==> src/rtl/vigna_bus_arbiter.sv <==
`default_nettype none
// ----------------------------------------------------------------------------
// vigna_bus_arbiter: shares one memory bus between the instruction and data
// ports with round-robin/fixed priority and an optional per-grant timeout.
// Revision 1.0
// ----------------------------------------------------------------------------
module vigna_bus_arbiter #(
  parameter int PRIORITY = 0,
  parameter int TIMEOUT  = 0,
  parameter int TO_WIDTH = 16
) (
  input  logic        clk,
  input  logic        reset,
  input  logic        i_valid,
  output logic        i_ready,
  input  logic [31:0] i_addr,
  output logic [31:0] i_rdata,
  input  logic        d_valid,
  output logic        d_ready,
  input  logic [31:0] d_addr,
  output logic [31:0] d_rdata,
  input  logic [31:0] d_wdata,
  input  logic [3:0]  d_wstrb,
  output logic        m_valid,
  input  logic        m_ready,
  output logic [31:0] m_addr,
  input  logic [31:0] m_rdata,
  output logic [31:0] m_wdata,
  output logic [3:0]  m_wstrb,
  output logic        err,
  output logic        grant_d
);

  typedef enum logic [1:0] {
    IDLE    = 2'd0,
    GRANT_I = 2'd1,
    GRANT_D = 2'd2
  } state_t;

  localparam logic [TO_WIDTH-1:0] TO_LAST = (TIMEOUT > 0) ? TO_WIDTH'(TIMEOUT - 1) : '0;

  state_t              state, state_nx;
  logic                last_grant, last_grant_nx;  // 1 = data port won last
  logic [TO_WIDTH-1:0] cnt, cnt_nx;
  logic                m_valid_nx;
  logic [31:0]         m_addr_nx;
  logic [31:0]         m_wdata_nx;
  logic [3:0]          m_wstrb_nx;
  logic                grant_d_nx;
  logic                granted;
  logic                timeout_hit;
  logic                done;
  logic                pick_d;

  always_ff @(posedge clk or posedge reset) begin
    if (reset) begin
      state      <= IDLE;
      last_grant <= 1'b0;
      cnt        <= '0;
      m_valid    <= 1'b0;
      m_addr     <= '0;
      m_wdata    <= '0;
      m_wstrb    <= '0;
      grant_d    <= 1'b0;
    end else begin
      state      <= state_nx;
      last_grant <= last_grant_nx;
      cnt        <= cnt_nx;
      m_valid    <= m_valid_nx;
      m_addr     <= m_addr_nx;
      m_wdata    <= m_wdata_nx;
      m_wstrb    <= m_wstrb_nx;
      grant_d    <= grant_d_nx;
    end
  end

  // Completion path: m_ready/m_rdata reach the granted requester combinationally.
  always_comb begin
    granted     = (state != IDLE);
    timeout_hit = (TIMEOUT > 0) && granted && !m_ready && (cnt == TO_LAST);
    done        = granted && (m_ready || timeout_hit);
    i_ready     = (state == GRANT_I) && done && i_valid;
    d_ready     = (state == GRANT_D) && done && d_valid;
    i_rdata     = ((state == GRANT_I) && m_ready) ? m_rdata : 32'h0;
    d_rdata     = ((state == GRANT_D) && m_ready) ? m_rdata : 32'h0;
    err         = timeout_hit;
  end

  // Ties go to D under fixed priority, otherwise to the port that did not win last.
  always_comb begin
    pick_d        = d_valid && (!i_valid || (PRIORITY == 1) || !last_grant);
    state_nx      = state;
    last_grant_nx = last_grant;
    cnt_nx        = cnt;
    m_valid_nx    = m_valid;
    m_addr_nx     = m_addr;
    m_wdata_nx    = m_wdata;
    m_wstrb_nx    = m_wstrb;
    grant_d_nx    = grant_d;
    case (state)
      IDLE: begin
        cnt_nx = '0;
        if (pick_d) begin
          state_nx      = GRANT_D;
          last_grant_nx = 1'b1;
          m_valid_nx    = 1'b1;
          m_addr_nx     = d_addr;
          m_wdata_nx    = d_wdata;
          m_wstrb_nx    = d_wstrb;
          grant_d_nx    = 1'b1;
        end else if (i_valid) begin
          state_nx      = GRANT_I;
          last_grant_nx = 1'b0;
          m_valid_nx    = 1'b1;
          m_addr_nx     = i_addr;
          m_wdata_nx    = 32'h0;
          m_wstrb_nx    = 4'h0;
          grant_d_nx    = 1'b0;
        end
      end
      GRANT_I, GRANT_D: begin
        if (done) begin
          state_nx   = IDLE;
          m_valid_nx = 1'b0;
          m_wstrb_nx = 4'h0;
          grant_d_nx = 1'b0;
          cnt_nx     = '0;
        end else if (TIMEOUT > 0) begin
          cnt_nx = cnt + TO_WIDTH'(1);
        end
      end
      default: begin
        state_nx   = IDLE;
        m_valid_nx = 1'b0;
        m_wstrb_nx = 4'h0;
        grant_d_nx = 1'b0;
        cnt_nx     = '0;
      end
    endcase
  end

endmodule
`default_nettype wire

==> config.mk <==
export PLATFORM = sky130hd
export DESIGN_NAME = vigna_bus_arbiter
export DESIGN_NICKNAME = d
export VERILOG_FILES = /design/src/rtl/vigna_bus_arbiter.sv
export SDC_FILE = /design/constraint.sdc
export NUM_CORES = 1
export LEC_CHECK = 0
export ABC_AREA = 1
export CORE_MARGIN = 3
export CORE_UTILIZATION = 31
export DETAILED_ROUTE_END_ITERATION = 8
export PLACE_DENSITY = 0.77
export SYNTH_ARGS = -nofsm -noshare
export SYNTH_HDL_FRONTEND = slang
export SYNTH_SLANG_ARGS = --single-unit
==> constraint.sdc <==
create_clock -name clk -period 2.4 [get_ports clk]
set_clock_uncertainty 0.2 [all_clocks]
set_input_delay 0.36 -clock clk [delete_from_list [all_inputs] [get_ports clk]]
set_output_delay 0.36 -clock clk [all_outputs]
set_load 0.02 [all_outputs]
==> impl_metrics.prom <==
# TYPE chip_impl_metric gauge
chip_impl_info{name="run_status",value="completed"} 1
chip_impl_info{name="cp-start-kind",value="flip-flop"} 1
chip_impl_metric{name="maxClockFrequency",unit="MHz"} 443
chip_impl_metric{name="routed_via_density",unit=""} 4.41
chip_impl_metric{name="synth_enable_flop_cells",unit=""} 0
chip_impl_metric{name="grt_remaining_overflow",unit=""} 0
chip_impl_info{name="rsz0062_at_grt",value="false"} 1
chip_impl_metric{name="finalHoldViolations",unit=""} 0
chip_impl_metric{name="synthesis.instances",unit=""} 541
chip_impl_metric{name="synth-compound-area-share",unit="%"} 0.269
chip_impl_metric{name="irDropWorstVdd",unit="V"} 0.000541
chip_impl_metric{name="synth.area.mux_share",unit="%"} 0
chip_impl_metric{name="first_pass_iters",unit=""} 4
chip_impl_info{name="synthTopCellsByCount",value="sky130_fd_sc_hd__nand2_1, sky130_fd_sc_hd__dfrtp_1, sky130_fd_sc_hd__nor2_1, sky130_fd_sc_hd__inv_1, sky130_fd_sc_hd__nand3_1"} 1
chip_impl_metric{name="worst-endpoint-required",unit="ns"} 1.84
chip_impl_metric{name="io_pins",unit=""} 274
chip_impl_metric{name="yosys.area_share.xor_xnor",unit="%"} 0
chip_impl_metric{name="timing.max_slew.rel_slack",unit="%"} 65.8
chip_impl_metric{name="timing.final.setup_violations",unit=""} 0
chip_impl_info{name="root_buffer",value="sky130_fd_sc_hd__clkbuf_16"} 1
chip_impl_metric{name="slew_violations",unit=""} 0
chip_impl_metric{name="synthSimpleGateAreaFrac",unit="%"} 41.7
chip_impl_metric{name="grt_first_pass_wirelength",unit="um"} 20400
chip_impl_metric{name="remaining_drc_errors",unit=""} 0
chip_impl_metric{name="final_nets",unit=""} 947
chip_impl_metric{name="grt_antenna_before_repair",unit=""} 3
chip_impl_metric{name="drt_iter0_markers",unit=""} 195
chip_impl_info{name="cell_with_the_most_instances_after_synthesis",value="sky130_fd_sc_hd__nand2_1"} 1
chip_impl_metric{name="power_per_cell_area",unit="nW/um2"} 1100
chip_impl_metric{name="core-area",unit="um2"} 11600
chip_impl_info{name="grt-busiest-layer",value="met2"} 1
chip_impl_metric{name="cp.arrival",unit="ns"} 1.70
chip_impl_metric{name="leakage_component_of_the_power",unit="uW"} 0.00377
chip_impl_metric{name="detail_route.wirelength",unit="um"} 13500
chip_impl_metric{name="setup_slack",unit="ns"} 0.142
chip_impl_metric{name="met2_usage",unit="%"} 34.4
chip_impl_metric{name="met1_usage",unit="%"} 22.3
chip_impl_metric{name="combined_area_of_all_synthesized_cells",unit="um2"} 3720
chip_impl_metric{name="syn-num-nets",unit=""} 681
chip_impl_info{name="area_contributors_post_synth",value="sky130_fd_sc_hd__dfrtp_1, sky130_fd_sc_hd__nand2_1, sky130_fd_sc_hd__nor2_1"} 1
chip_impl_metric{name="io_buf_count",unit=""} 272
chip_impl_metric{name="area_growth_syn_to_fin",unit="%"} 84.8
chip_impl_metric{name="timing.final.crit_share",unit="%"} 94.1
chip_impl_metric{name="ys_seq_elements",unit=""} 72
chip_impl_metric{name="horizontal_die_dimension",unit="um"} 116
chip_impl_info{name="synth_top_family_by_area",value="simple AND/OR/NAND/NOR gates"} 1
chip_impl_metric{name="place.gp.congestion",unit=""} 0.865
chip_impl_metric{name="die-height",unit="um"} 116
chip_impl_metric{name="floorplan.die_area",unit="um2"} 13400
chip_impl_info{name="end_kind",value="output pin"} 1
chip_impl_metric{name="critPathMaxFanout",unit=""} 33
chip_impl_metric{name="dp_slack",unit="ns"} -0.0208
chip_impl_metric{name="ys_warn_count",unit=""} 0
chip_impl_metric{name="syn-mean-instance-area",unit="um2"} 6.88
chip_impl_info{name="netlist.top_cell.by_area",value="sky130_fd_sc_hd__dfrtp_1"} 1
chip_impl_metric{name="start_util",unit="%"} 32.2
chip_impl_metric{name="tritoncts_num_sinks",unit=""} 72
chip_impl_metric{name="grt_use_total",unit="%"} 19.6
chip_impl_metric{name="maximum_number_of_pins_on_one_net_before_global_route_repair",unit=""} 41
chip_impl_metric{name="standard_cell_rows",unit=""} 39
chip_impl_metric{name="area_fraction_of_the_dominant_cell_type_after_synthesis",unit="%"} 48.4
chip_impl_metric{name="rrSetupSlack",unit="ns"} 0.49
chip_impl_metric{name="synth_sequential_area_ratio",unit="%"} 48.4
chip_impl_metric{name="detailed_place.area",unit="um2"} 6630
chip_impl_metric{name="final_layout_size_suffix_gt1_share",unit="%"} 4.56
chip_impl_metric{name="finalInstanceArea",unit="um2"} 6880
chip_impl_metric{name="route.vias.total",unit=""} 4221
chip_impl_metric{name="postRouteAntennaNets",unit=""} 0
chip_impl_info{name="cts_tree",value="yes"} 1
chip_impl_metric{name="max_cap_viol_count",unit=""} 0
chip_impl_info{name="hold_class",value="primary input to async pin"} 1
chip_impl_metric{name="clk_latency",unit="ns"} 0.32
chip_impl_metric{name="fin_crit",unit="ns"} 2.26
chip_impl_metric{name="grt_pass1_vias",unit=""} 3910
chip_impl_metric{name="groute.layer.met3.usage",unit="%"} 5.74
chip_impl_metric{name="synth_fa_ha_area_share",unit="%"} 1.01
chip_impl_metric{name="tightestPinTransition",unit="ns"} 0.514
chip_impl_info{name="timing_worst_setup_path_type",value="flip-flop to output pin"} 1
chip_impl_metric{name="clk_path_buf_depth",unit=""} 2
chip_impl_metric{name="cts-buffers-inserted",unit=""} 9
chip_impl_metric{name="post_cts_buffers",unit=""} 0
chip_impl_metric{name="post_drt_wl_per_cell",unit="um"} 14.1
chip_impl_metric{name="htree_levels",unit=""} 3
chip_impl_metric{name="postSynth.asyncResetShare",unit="%"} 100
chip_impl_info{name="synthFlopType",value="sky130_fd_sc_hd__dfrtp_1"} 1
chip_impl_metric{name="worst_setup_hold_path_clk_slew",unit="ns"} 0.06
chip_impl_metric{name="finalSetupTns",unit="ns"} 0
chip_impl_metric{name="fillers",unit=""} 1133
chip_impl_metric{name="post_synth_num_cell_types",unit=""} 17
chip_impl_metric{name="place.detailed.hpwl",unit="um"} 10500
==> through the flow <==
step                hold slack (ns)  total power (uW)  std cells  utilization [%]
finish                        0.248              7580        958             59.5
global route                  0.290              8110        958             59.5
CTS                           0.241              7680        955             59.4
detailed placement            0.264              6300        939             57.3
global placement              0.261              6240        939             57.3
floorplan                     0.267              4180        541                -
==> layer usage <==
layer / vias to the layer above / share of wire, %
met5: - / 0
met1: 1878 / 38
met3: 23 / 8.8
li1: 2147 / -
met2: 173 / 51
met4: 0 / 2.9
==> worst max-delay path, cell delays in order (launching register included) <==
cell and delay, ns:
sky130_fd_sc_hd__dfrtp_1 0.41, sky130_fd_sc_hd__inv_1 0.10, sky130_fd_sc_hd__ha_1 0.15, sky130_fd_sc_hd__nand2_1 0.08
sky130_fd_sc_hd__buf_12 0.17, sky130_fd_sc_hd__nor2_1 0.10, sky130_fd_sc_hd__dlygate4sd2_1 0.35
==> layout by cell type, fill, tap and decap left out <==
cell type	instances
sky130_fd_sc_hd__dfrtp_1	72
sky130_fd_sc_hd__clkdlybuf4s50_1	205
sky130_fd_sc_hd__nor2_2	1
sky130_fd_sc_hd__clkinv_4	2
sky130_fd_sc_hd__clkinv_2	1
sky130_fd_sc_hd__clkbuf_1	1
sky130_fd_sc_hd__buf_12	5
sky130_fd_sc_hd__nand2_1	269
sky130_fd_sc_hd__nor2_4	2
sky130_fd_sc_hd__buf_4	8
sky130_fd_sc_hd__inv_2	3
sky130_fd_sc_hd__nor2_1	70
sky130_fd_sc_hd__dlygate4sd2_1	66
sky130_fd_sc_hd__inv_6	1
sky130_fd_sc_hd__nand3b_1	7
sky130_fd_sc_hd__clkbuf_16	9
sky130_fd_sc_hd__o21ai_0	2
sky130_fd_sc_hd__buf_2	1
sky130_fd_sc_hd__bufinv_16	2
sky130_fd_sc_hd__conb_1	1
sky130_fd_sc_hd__nand2_2	2
sky130_fd_sc_hd__inv_1	42
sky130_fd_sc_hd__ha_1	3
sky130_fd_sc_hd__diode_2	3
sky130_fd_sc_hd__nand3_1	37
==> cell type report <==
type                    count  area (um2)  share of cell area (%)
inverters                  45         169                    2.46
flip-flops and latches     72        1800                    26.2
well taps                 143         179                    2.60
diodes                      3        7.51                   0.109
multi-input cells         394        1600                    23.3
clock buffers              10         229                    3.33
repair buffers            285        2800                    40.7
clock inverters             6        91.3                    1.33
==> worst paths after layout <==
check	startpoint	to	cells after the start
worst max register to register	grant_d	m_valid	8
max in group asynchronous	reset	m_wstrb[3]	3
worst min-delay path	reset	m_addr[1]	3
worst min register to register	m_addr[23]	m_addr[23]	2
min in group clk	d_valid	m_addr[26]	4
worst max-delay path	grant_d	i_rdata[27]	6
==> cells by family after synthesis <==
| kind of cell | Yosys count |
|---|---|
| AO/OA/AOI/OAI | 2 |
| flip-flops | 72 |
| other | 1 |
| AND/OR/NAND/NOR | 388 |
| adder cells (fa/ha/maj) | 3 |
| buffers and inverters | 75 |
==> registers in the layout (all words and copies together), names as in the netlist <==
name	flops
last_grant	1
state	1
m_wdata	32
m_wstrb	4
m_addr	32
grant_d	1
m_valid	1
==> power by group <==
group / total [uW] / switching, uW / leakage [uW] / internal [uW]
registers: 2120 / 316 / 0.000913 / 1800
clock network: 1420 / 509 / 0.000157 / 915
logic: 4040 / 2280 / 0.00270 / 1760
total: 7580 / 3100 / 0.00377 / 4480
==> what timing repair did <==
item | in CTS | in global routing
hold buffers | 0 | 0
gates resized for setup | 66 | 0
setup endpoints to repair | 66 | 0
No activity file was read; power rests on OpenSTA's default activity.
